<file path="src/rtl/kill_event_queue_pkg.sv">
// Shared types and default sizing for the enemy life cycle and kill queue.
package game_pkg;

  typedef enum logic [1:0] {
    ALIVE,
    DYING,
    DEAD
  } enemy_state_t;

  localparam int unsigned N_ENEMY_DEF        = 8;
  localparam int unsigned PEND_W_DEF         = 4;
  localparam int unsigned DYING_FRAMES_DEF   = 16;
  localparam int unsigned RESPAWN_FRAMES_DEF = 60;

  // Timer width large enough for the longer of the two countdown phases.
  function automatic int unsigned timer_width(input int unsigned a, input int unsigned b);
    int unsigned m;
    m = (a > b) ? a : b;
    return (m > 2) ? $clog2(m) : 1;
  endfunction

endpackage

</file>
<file path="src/rtl/kill_event_queue_life_fsm.sv">
// Single-enemy life cycle: ALIVE -> DYING -> DEAD -> ALIVE, with its own frame timer.
module enemy_life_fsm
  import game_pkg::*;
#(
  parameter int unsigned DYING_FRAMES   = DYING_FRAMES_DEF,
  parameter int unsigned RESPAWN_FRAMES = RESPAWN_FRAMES_DEF
) (
  input  logic frame_clk,
  input  logic reset_n,
  input  logic flush,
  input  logic hit,
  output logic alive,
  output logic dying,
  output logic kill_evt
);

  localparam int unsigned TW = timer_width(DYING_FRAMES, RESPAWN_FRAMES);
  localparam logic [TW-1:0] DYING_LAST   = TW'(DYING_FRAMES - 1);
  localparam logic [TW-1:0] RESPAWN_LAST = TW'(RESPAWN_FRAMES - 1);

  enemy_state_t  state_q, state_d;
  logic [TW-1:0] timer_q, timer_d;

  always_ff @(posedge frame_clk or negedge reset_n) begin
    if (!reset_n) begin
      state_q <= ALIVE;
      timer_q <= '0;
    end else begin
      state_q <= state_d;
      timer_q <= timer_d;
    end
  end

  always_comb begin
    state_d = state_q;
    timer_d = timer_q;
    if (flush) begin
      state_d = ALIVE;
      timer_d = '0;
    end else begin
      unique case (state_q)
        ALIVE: begin
          if (hit) begin
            state_d = DYING;
            timer_d = '0;
          end
        end
        DYING: begin
          if (timer_q == DYING_LAST) begin
            state_d = DEAD;
            timer_d = '0;
          end else begin
            timer_d = timer_q + TW'(1);
          end
        end
        DEAD: begin
          if (timer_q == RESPAWN_LAST) begin
            state_d = ALIVE;
            timer_d = '0;
          end else begin
            timer_d = timer_q + TW'(1);
          end
        end
        default: begin
          state_d = ALIVE;
          timer_d = '0;
        end
      endcase
    end
  end

  assign alive    = (state_q == ALIVE);
  assign dying    = (state_q == DYING);
  assign kill_evt = (state_q == ALIVE) && hit && !flush;

endmodule

</file>
<file path="src/rtl/kill_event_queue.sv">
// Collects per-enemy deaths into a saturating pending counter and issues one kill pulse per frame.
module kill_event_queue
  import game_pkg::*;
#(
  parameter int unsigned N_ENEMY        = N_ENEMY_DEF,
  parameter int unsigned PEND_W         = PEND_W_DEF,
  parameter int unsigned DYING_FRAMES   = DYING_FRAMES_DEF,
  parameter int unsigned RESPAWN_FRAMES = RESPAWN_FRAMES_DEF
) (
  input  logic               frame_clk,
  input  logic               reset_n,
  input  logic               game_active,
  input  logic [N_ENEMY-1:0] hit,
  output logic [N_ENEMY-1:0] enemy_alive,
  output logic [N_ENEMY-1:0] enemy_dying,
  output logic               kill,
  output logic [PEND_W-1:0]  pending,
  output logic               overflow
);

  localparam int unsigned    SUM_W    = PEND_W + 4;
  localparam logic [SUM_W-1:0] PEND_MAX = SUM_W'((1 << PEND_W) - 1);

  logic [N_ENEMY-1:0] kill_evt;
  logic               flush;

  logic [PEND_W-1:0]  pending_q, pending_d;
  logic               kill_q, kill_d;
  logic               overflow_q, overflow_d;

  logic [SUM_W-1:0]   new_kills;
  logic [SUM_W-1:0]   sum;
  logic               kill_next;

  assign flush = !game_active;

  for (genvar g = 0; g < N_ENEMY; g++) begin : g_enemy
    enemy_life_fsm #(
      .DYING_FRAMES  (DYING_FRAMES),
      .RESPAWN_FRAMES(RESPAWN_FRAMES)
    ) u_fsm (
      .frame_clk(frame_clk),
      .reset_n  (reset_n),
      .flush    (flush),
      .hit      (hit[g]),
      .alive    (enemy_alive[g]),
      .dying    (enemy_dying[g]),
      .kill_evt (kill_evt[g])
    );
  end

  always_comb begin
    new_kills = '0;
    for (int unsigned i = 0; i < N_ENEMY; i++) begin
      new_kills = new_kills + SUM_W'(kill_evt[i]);
    end
  end

  always_comb begin
    kill_next  = (pending_q != '0);
    sum        = SUM_W'(pending_q) - SUM_W'(kill_next) + new_kills;
    pending_d  = pending_q;
    kill_d     = kill_q;
    overflow_d = overflow_q;
    if (flush) begin
      pending_d  = '0;
      kill_d     = 1'b0;
      overflow_d = 1'b0;
    end else begin
      kill_d = kill_next;
      // Drop excess kills instead of wrapping; the loss is latched in overflow.
      if (sum > PEND_MAX) begin
        pending_d  = PEND_MAX[PEND_W-1:0];
        overflow_d = 1'b1;
      end else begin
        pending_d = sum[PEND_W-1:0];
      end
    end
  end

  always_ff @(posedge frame_clk or negedge reset_n) begin
    if (!reset_n) begin
      pending_q  <= '0;
      kill_q     <= 1'b0;
      overflow_q <= 1'b0;
    end else begin
      pending_q  <= pending_d;
      kill_q     <= kill_d;
      overflow_q <= overflow_d;
    end
  end

  assign kill     = kill_q;
  assign pending  = pending_q;
  assign overflow = overflow_q;

endmodule
</file>
<file path="config.mk">
export PLATFORM = sky130hd
export DESIGN_NAME = kill_event_queue
export DESIGN_NICKNAME = d
export VERILOG_FILES = /design/src/rtl/kill_event_queue_pkg.sv /design/src/rtl/kill_event_queue_life_fsm.sv /design/src/rtl/kill_event_queue.sv
export SDC_FILE = /design/constraint.sdc
export NUM_CORES = 1
export LEC_CHECK = 0
export ABC_AREA = 1
export BUFFER_PORTS_ARGS = -buffer_cell sky130_fd_sc_hd__buf_2
export CAP_MARGIN = 20
export CORE_ASPECT_RATIO = 0.6
export CORE_UTILIZATION = 60
export DETAILED_ROUTE_END_ITERATION = 16
export PLACE_DENSITY_LB_ADDON = 0.1
export REMOVE_ABC_BUFFERS = 1
export SETUP_SLACK_MARGIN = 0.2
export SLEW_MARGIN = 20
export SYNTH_ARGS = -nofsm -noshare
export SYNTH_HDL_FRONTEND = slang
export SYNTH_SLANG_ARGS = --single-unit
</file>
<file path="constraint.sdc">
create_clock -name frame_clk -period 5.75 [get_ports frame_clk]
set_input_delay 0 -clock frame_clk [delete_from_list [all_inputs] [get_ports frame_clk]]
set_output_delay 0 -clock frame_clk [all_outputs]
set_load 0.02 [all_outputs]
</file>
==> key figures, run 1 <==
Clock tree
  – Bufs on Longest Clock Path: 2
  – # Post-CTS Setup Buffers: 0
  – CTS tree: done
  – Reg clk slew, reported paths: 0.05 ns
  – Worst skew pair latency: 0.34 ns
  – Post-cts sizing count: 0
  – Clock root cell: clkbuf_16
  – CTS H-tree depth: 3
  – CTS sink count: 70
  – Total CTS buffers: 9

Yosys
  – Seq/Total Area, Yosys: 0.353
  – Simple-gate portion of the synthesized area: 0.274
  – Cell Area, Synth: 4960 sq um
  – Multiplexer area fraction after synthesis: 0
  – FF+latch count, synth: 70
  – Adder-Cell Fraction of Synth Area: 0.136
  – Top post-synthesis cells by area: dfrtp_1 (35%), ha_1 (12%), nand2_1 (10%)
  – Synth cell types: 34
  – Mapped Cells: 643
  – Largest family of logic cells by synthesized area: simple AND/OR/NAND/NOR gates
  – Yosys warns: 0
  – Most common cell in the netlist: nand2_1
  – Post-Synth XOR/XNOR Area: 0.0335
  – Synth Area per Inst: 7.72 sq um
  – Ys flop type: dfrtp_1
  – EDFF count, synth: 0
  – Async SR Flop Fraction: 1.00
  – Area fraction of the dominant cell type after synthesis: 0.353
  – Synth cell count leaders: nand2_1 (137), inv_1 (96), dfrtp_1 (70)
  – Leading area contributor after synthesis: dfrtp_1
  – Synth Area in Compound Gates: 0.0890

Min path
  – Worst hold path startpoint: hit[5]
  – WHS Path Cells: 4
  – Hold EP: g_enemy[5].u_fsm.timer_q[1]$_DFFE_PN0P_
  – HP Class: primary input to register

Worst setup path
  – R2R Path End: pending[2]$_DFF_PN0_
  – Crit-path cells: nor2_1 -> nand3_1 -> ha_1 -> fa_1 -> fa_1 -> inv_1 -> fa_1 -> inv_1 -> fa_1 -> inv_1 -> fa_1 -> nand3_1 -> nand3_1 -> nand2_1 -> inv_1 -> nand3_1 -> nand2_1 -> inv_1
  – Worst setup EP type: register
  – Worst endpoint required time: 5.98 ns
  – Reg2reg path depth: 18
  – Setup Crit Path Kind: register to register
  – Worst reg2reg startpoint: pending[2]$_DFF_PN0_
  – CP Buf/Inv Count: 5
  – CP arrival: 4.45 ns
  – Worst path top cell family by delay: adder cells
  – Critical path's slowest cell: fa_1
  – CP max stage delay: 0.55 ns
  – Max Fanout on Critical Path: 5
  – Worst setup SP type: register
  – Flop2flop setup slack: 1.52 ns

Routing
  – Met1 Routed Length: 5330 um
  – Metal3 WL: 594 um
  – DRT Pass-1 Iters: 5
  – Number of DRC markers in iteration 0: 374
  – Routed WL: 10500 um
  – DRC violations left: 0
  – WL met2: 4470 um
  – DR vias/cell: 5.31
  – Average wire per standard cell: 13.5 um
  – Remaining antenna violation count: 0
  – Max layer used: met4
  – Vias post-DR: 4138

Timing
  – Final worst-path cycle share: 0.735
  – Final setup TNS: 0 ns
  – Slew HR: 0.395
  – Fmax: 237 MHz
  – Max-slew violations: 0
  – Fin crit period: 4.23 ns
  – Final Hold Fails: 0
  – Clk_skew: 0.00468 ns
  – Unrepaired setup endpoints after global routing: false
  – Final number of setup-violating endpoints: 0
  – Slew @ Worst Pin: 0.908 ns
  – Hold slack: 0.00568 ns

Floorplanning
  – Row count: 25
  – Starting Density: 0.625
  – Die width: 119 um
  – Io pins: 33
  – Die Y: 72.5 um
  – Die footprint: 8650 sq um
  – Total core area: 7950 sq um

GRT
  – Largest net degree at the start of global routing: 71
  – Antenna violations before repair: 0
  – All-layer global routing usage: 0.268
  – Vias in the first global route: 3907
  – Global-route wire length before repair: 18300 um
  – Grt ovf: 0

Cells and area
  – Nets: 729
  – Antenna Cells: 0
  – Layout area overhead: 9.58%
  – Layout cells sized above 1: 0.110
  – Fillers: 652

Place
  – Placer's final routability congestion estimate: 0.893
  – Final HPWL DP: 7770 um
  – IO buf count: 32

Power and ir drop
  – Lkg Pwr: 2.76 nW
  – Power Density: 481 nW/um^2
  – Maximum vdd drop: 0.288 mV

Flow run
  – MaxCap Viol Count: 0

Run status
  – Status: finished clean
worst max-delay path by stage:
stage / startpoint / end / slack (ns) / cells after the start
6_report: pending[2]$_DFF_PN0_ / pending[2]$_DFF_PN0_ / 1.52 / 18
5_1_grt: pending[2]$_DFF_PN0_ / pending[2]$_DFF_PN0_ / 1.27 / 18
4_1_cts: pending[1]$_DFF_PN0_ / pending[2]$_DFF_PN0_ / 1.51 / 18
3_5_place_dp: pending[2]$_DFF_PN0_ / pending[2]$_DFF_PN0_ / 1.58 / 18
3_3_place_gp: pending[2]$_DFF_PN0_ / pending[2]$_DFF_PN0_ / 1.77 / 18
2_1_floorplan: pending[2]$_DFF_PN0_ / overflow$_DFFE_PN0P_ / 1.80 / 18
cell usage in the layout (no fill, tap or decap):
cell             n
o2111ai_1        1
nor3_1           4
xnor2_1          2
or2_2            3
nand3_1         65
o21ai_0         25
buf_2           32
dlygate4sd3_1    4
a21boi_0         1
buf_4            2
a31oi_1          2
nand2_4          2
dfrtp_1         70
nor2_2           4
nor2_4           4
ha_1            46
clkinv_2         2
nor2_8           1
a21oi_2          1
o21ai_1          6
a41oi_1          1
a21oi_1         44
inv_2            3
nand3_2          3
nand3b_1         3
xor2_1          17
inv_1           96
o21bai_1         1
bufinv_16        2
nand2_2          3
fa_1             5
clkbuf_8         1
nand4_1         19
nand2_1        137
clkinvlp_4       2
o22ai_1          2
nor2_1          47
clkbuf_16        9
timing repair:
item	4_1_cts	5_1_grt
hold endpoints to repair	73	0
hold buffers	4	0
setup endpoints to repair	0	0
kinds of logic after synthesis:
| group | Yosys count |
|---|---|
| AOI/OAI and AO/OA | 84 |
| xor gates and xnor gates | 19 |
| adders and majority gates | 51 |
| buffers and inverters | 124 |
| DFF | 70 |
| and+or+nand+nor | 295 |
worst register-to-register path: stages, from the launching register on:
cell     delay [ns]
dfrtp_1        0.40
nor2_1         0.18
nand3_1        0.13
ha_1           0.32
fa_1           0.52
fa_1           0.55
inv_1          0.06
fa_1           0.54
inv_1          0.06
fa_1           0.42
inv_1          0.10
fa_1           0.22
nand3_1        0.11
nand3_1        0.10
nand2_1        0.05
inv_1          0.14
nand3_1        0.10
nand2_1        0.09
inv_1          0.06
layer usage:
metal | GRT usage | up-vias
li1 | - | 2117
met1 | 0.386 | 1890
met2 | 0.404 | 120
met3 | 0.0692 | 11
met4 | 0.0681 | 0
met5 | 0 | -
report_power, final:
part,switching [W],internal (W)
logic,0.000873,0.000495
registers,0.0000700,0.000577
clock network,0.000211,0.000390
total,0.00115,0.00146
cell type report:
type | count | area [sq um] | share of cell area
inverter | 99 | 372 | 0.0683
multi-input combinational | 449 | 2640 | 0.486
sequential | 70 | 1750 | 0.322
clock buffer | 10 | 239 | 0.0439
timing repair buffer | 38 | 215 | 0.0396
tap | 108 | 135 | 0.0248
clock inverter | 6 | 85.1 | 0.0156
flip-flops by register name, summed over array words and instances (netlist names):
name	cells
kill	1
overflow	1
g_enemy.u_fsm.timer_q	48
pending	4
g_enemy.u_fsm.state_q	16
metrics by stage:
step                utilization  total power (W)  setup WS, ns  instance area [sq um]  instances
finish                    0.685          0.00262          1.52                   5440        780
CTS                       0.685          0.00263          1.51                   5440        780
floorplan                     -          0.00166          1.80                   4760        618
global route              0.685          0.00284          1.27                   5440        780
detailed placement        0.639          0.00200          1.58                   5070        760
global placement          0.639          0.00195          1.77                   5070        760
No activity file was read; power rests on OpenSTA's default activity.
==> run 2: changes to the inputs <==
--- a/config.mk
+++ b/config.mk
@@ -5,7 +5,7 @@
 export SDC_FILE = /design/constraint.sdc
 export NUM_CORES = 1
 export LEC_CHECK = 0
-export ABC_AREA = 1
+export ABC_AREA = 0
 export BUFFER_PORTS_ARGS = -buffer_cell sky130_fd_sc_hd__buf_2
 export CAP_MARGIN = 20
 export CORE_ASPECT_RATIO = 0.6
==> constraint.sdc (replaced) <==
create_clock -name frame_clk -period 4.09 [get_ports frame_clk]
set_input_delay 0 -clock frame_clk [delete_from_list [all_inputs] [get_ports frame_clk]]
set_output_delay 0 -clock frame_clk [all_outputs]
set_load 0.02 [all_outputs]
==> run 2 against run 1 <==
Clock skew shrank 0.00064 ns. Power increased by 14%. Worst hold slack improved by 0.052 ns. Global-route usage up 0.81 points. First-iteration DRC count increased by 8.8%. Synthesized area grew 1.1%. Sequential cell count did not move. Non-clock buffer count grew 12. Final cell count is 9.9% lower. Critical path depth decreased by 2. Die area is 1.0% higher. Critical path type unchanged. Largest cell class unchanged. Largest power group unchanged.
==> key figures, run 2 <==
GRT
  – All-layer global routing usage: 0.276 (was 0.268)
  – Vias in the first global route: 3900 (was 3907)
  – Global-route wire length before repair: 19000 um (was 18300 um)
  – Antenna violations before repair: 1 (was 0)
  – Largest net degree at the start of global routing: 44 (was 71)
  – Grt ovf: 0 (unchanged)

Cells and area
  – Nets: 651 (was 729)
  – Commonest cells after routing, fill and taps aside: dfrtp_1 (70), nand2_1 (60), ha_1 (45), inv_1 (40), o21ai_0 (36) (was nand2_1 (137), inv_1 (96), dfrtp_1 (70), nand3_1 (65), nor2_1 (47))
  – Max reg flops: 48 (unchanged)
  – Layout cells sized above 1: 0.160 (was 0.110)
  – Design area: 5630 sq um (was 5440 sq um)
  – Fin cells: 703 (was 780)
  – Most common cell after layout, fill and taps aside: dfrtp_1 (was nand2_1)
  – Layout area overhead: 12.1% (was 9.58%)
  – Register bank with the most flops: g_enemy.u_fsm.timer_q (unchanged)

Place
  – Final HPWL DP: 7900 um (was 7770 um)
  – Placer's final routability congestion estimate: 0.890 (was 0.893)
  – Cell area after placement: 5210 sq um (was 5070 sq um)
  – Number of instances in the placed design: 678 (was 760)
  – IO buf count: 32 (unchanged)

Power and ir drop
  – Power, Total: 0.00298 W (was 0.00262 W)
  – Power Density: 529 nW/um^2 (was 481 nW/um^2)
  – Lkg Pwr: 2.57 nW (was 2.76 nW)
  – Maximum vdd drop: 0.312 mV (was 0.288 mV)

Routing
  – Average wire per standard cell: 15.9 um (was 13.5 um)
  – DRC violations left: 0 (unchanged)
  – Number of DRC markers in iteration 0: 407 (was 374)
  – Vias post-DR: 4281 (was 4138)
  – Remaining antenna violation count: 0 (unchanged)
  – Routed WL: 11200 um (was 10500 um)
  – DRT Pass-1 Iters: 6 (was 5)
  – DR vias/cell: 6.09 (was 5.31)

Yosys
  – Mapped Cells: 556 (was 643)
  – Seq/Total Area, Yosys: 0.349 (was 0.353)
  – Yosys warns: 0 (unchanged)
  – Top post-synthesis cells by area: dfrtp_1 (35%), ha_1 (11%), nand2_1 (4.5%) (was dfrtp_1 (35%), ha_1 (12%), nand2_1 (10%))
  – FF+latch count, synth: 70 (unchanged)
  – Synth cell count leaders: dfrtp_1 (70), nand2_1 (60), ha_1 (46) (was nand2_1 (137), inv_1 (96), dfrtp_1 (70))
  – Async SR Flop Fraction: 1.00 (unchanged)
  – EDFF count, synth: 0 (unchanged)
  – Synth cell types: 67 (was 34)
  – Area fraction of the dominant cell type after synthesis: 0.349 (was 0.353)
  – Ys flop type: dfrtp_1 (unchanged)
  – Leading area contributor after synthesis: dfrtp_1 (unchanged)
  – Most common cell in the netlist: dfrtp_1 (was nand2_1)
  – Cell Area, Synth: 5020 sq um (was 4960 sq um)
  – Synth Area per Inst: 9.02 sq um (was 7.72 sq um)

Worst setup path
  – Reg2reg path depth: 16 (was 18)
  – CP arrival: 4.10 ns (was 4.45 ns)
  – Max Fanout on Critical Path: 5 (unchanged)
  – Worst setup SP type: register (unchanged)
  – R2R Path End: pending[0]$_DFF_PN0_ (was pending[2]$_DFF_PN0_)
  – Setup Crit Path Kind: register to register (unchanged)
  – Worst endpoint required time: 4.28 ns (was 5.98 ns)
  – Worst setup EP type: register (unchanged)
  – Flop2flop setup slack: 0.17 ns (was 1.52 ns)
  – Worst reg2reg startpoint: pending[0]$_DFF_PN0_ (was pending[2]$_DFF_PN0_)

Flow run
  – MaxCap Viol Count: 0 (unchanged)

Clock tree
  – Clock root cell: clkbuf_16 (unchanged)
  – Total CTS buffers: 9 (unchanged)
  – CTS H-tree depth: 3 (unchanged)
  – Bufs on Longest Clock Path: 2 (unchanged)
  – Worst skew pair latency: 0.33 ns (was 0.34 ns)
  – CTS tree: done (unchanged)
  – Reg clk slew, reported paths: 0.06 ns (was 0.05 ns)
  – CTS sink count: 70 (unchanged)

Floorplanning
  – Die width: 120 um (was 119 um)
  – Total core area: 7980 sq um (was 7950 sq um)
  – Row count: 25 (unchanged)
  – Io pins: 33 (unchanged)
  – Die Y: 72.8 um (was 72.5 um)
  – Die footprint: 8740 sq um (was 8650 sq um)
  – Starting Density: 0.629 (was 0.625)

Timing
  – Max-slew violations: 0 (unchanged)
  – Final Hold Fails: 0 (unchanged)
  – Unrepaired setup endpoints after global routing: true (was false)
  – Final worst-path cycle share: 0.958 (was 0.735)
  – Fmax: 255 MHz (was 237 MHz)
  – Slew HR: 0.595 (was 0.395)
  – Slew @ Worst Pin: 0.607 ns (was 0.908 ns)
  – Final number of setup-violating endpoints: 0 (unchanged)
  – Clk_skew: 0.00404 ns (was 0.00468 ns)
  – Fin crit period: 3.92 ns (was 4.23 ns)

Min path
  – WHS Path Cells: 4 (unchanged)
  – Hold EP: g_enemy[1].u_fsm.timer_q[2]$_DFFE_PN0P_ (was g_enemy[5].u_fsm.timer_q[1]$_DFFE_PN0P_)
  – Worst hold path startpoint: hit[1] (was hit[5])
  – HP Class: primary input to register (unchanged)

Run status
  – Status: finished clean (unchanged)
-- run 2: changes by cell type after synthesis, sizes merged, moves of 7 or more --
cell	before	now
o211ai	0	14
nand2	142	60
o21a	0	7
nor2	56	23
xor2	17	4
a211oi	0	8
a21oi	45	21
nand4	19	8
inv	99	44
nand3	68	36
mux2i	0	9
nand2b	0	7
and3	0	12
-- run 2: kinds of logic (layout without fill, tap and decap cells) --
family	Yosys count	count (layout)	synth area share
adders and majority gates	51	51	0.135
and+or+nand+nor	205	205	0.220
muxes	9	9	0.0180
AOI/OAI and AO/OA	142	142	0.197
other	0	1	0
DFF	70	70	0.349
xor gates and xnor gates	7	7	0.0122
buffers and inverters	72	110	0.0686
-- run 2: cell type report --
cell class | count | area [sq um]
Antenna cell | 1 | 2.50
Timing Repair Buffer | 50 | 300
Clock buffer | 10 | 239
Multi-Input combinational cell | 414 | 2950
Sequential cell | 70 | 1750
Tap cell | 108 | 135
Clock inverter | 6 | 85.1
Fill cell | 621 | 2350
Inverter | 44 | 165
-- run 2: worst max-delay path by stage --
stage	from	end	slack, ns	cells after the start
global placement	pending[1]$_DFF_PN0_	overflow$_DFFE_PN0P_	0.07	16
detailed placement	pending[1]$_DFF_PN0_	pending[0]$_DFF_PN0_	-0.05	16
global route	pending[0]$_DFF_PN0_	pending[2]$_DFF_PN0_	0.12	16
floorplan	pending[2]$_DFF_PN0_	overflow$_DFFE_PN0P_	-0.02	15
finish	pending[0]$_DFF_PN0_	pending[0]$_DFF_PN0_	0.17	16
CTS	pending[0]$_DFF_PN0_	pending[0]$_DFF_PN0_	0.21	16
-- run 2: worst max-delay path, cell delays in order (launching register included) --
cell	delay [ns]
dfrtp_1	0.40
nor2_2	0.15
nand2_1	0.10
ha_4	0.23
fa_1	0.50
fa_1	0.50
inv_1	0.05
fa_1	0.45
inv_2	0.08
fa_2	0.22
inv_2	0.04
fa_2	0.37
a21o_1	0.18
a21oi_2	0.12
a2bb2oi_1	0.16
buf_4	0.15
a21oi_1	0.07
-- run 2: per-layer routing --
metal	track usage	share of wire
met1	0.392	0.49
met2	0.419	0.44
met3	0.0773	0.065
met4	0.0708	0.0066
met5	0	0
-- run 2: metrics by stage --
stage                     TNS, ns  setup slack (ns)   util  hold slack, ns
after floorplan           -0.0785           -0.0186      -          -0.296
after global placement          0            0.0683  0.653           0.221
after detailed placement   -0.240           -0.0493  0.653           0.238
after CTS                       0             0.207  0.703          0.0386
after global routing            0             0.122  0.705          0.0581
final                           0             0.173  0.705          0.0573
-- run 2: report_power, final --
group,total (W),internal [W],switching [W]
registers,0.000798,0.000753,0.0000450
logic,0.00133,0.000589,0.000742
clock network,0.000847,0.000548,0.000300
total,0.00298,0.00189,0.00109
-- run 2: timing repair --
| item | 4_1_cts | 5_1_grt |
|---|---|---|
| pin swaps | 7 | 6 |
| hold buffers | 1 | 0 |
| gates resized for setup | 7 | 3 |
| cloned | 0 | 0 |
| setup buffers | 6 | 1 |
| endpoints found under the hold margin | 42 | 0 |
| setup endpoints to repair | 5 | 5 |
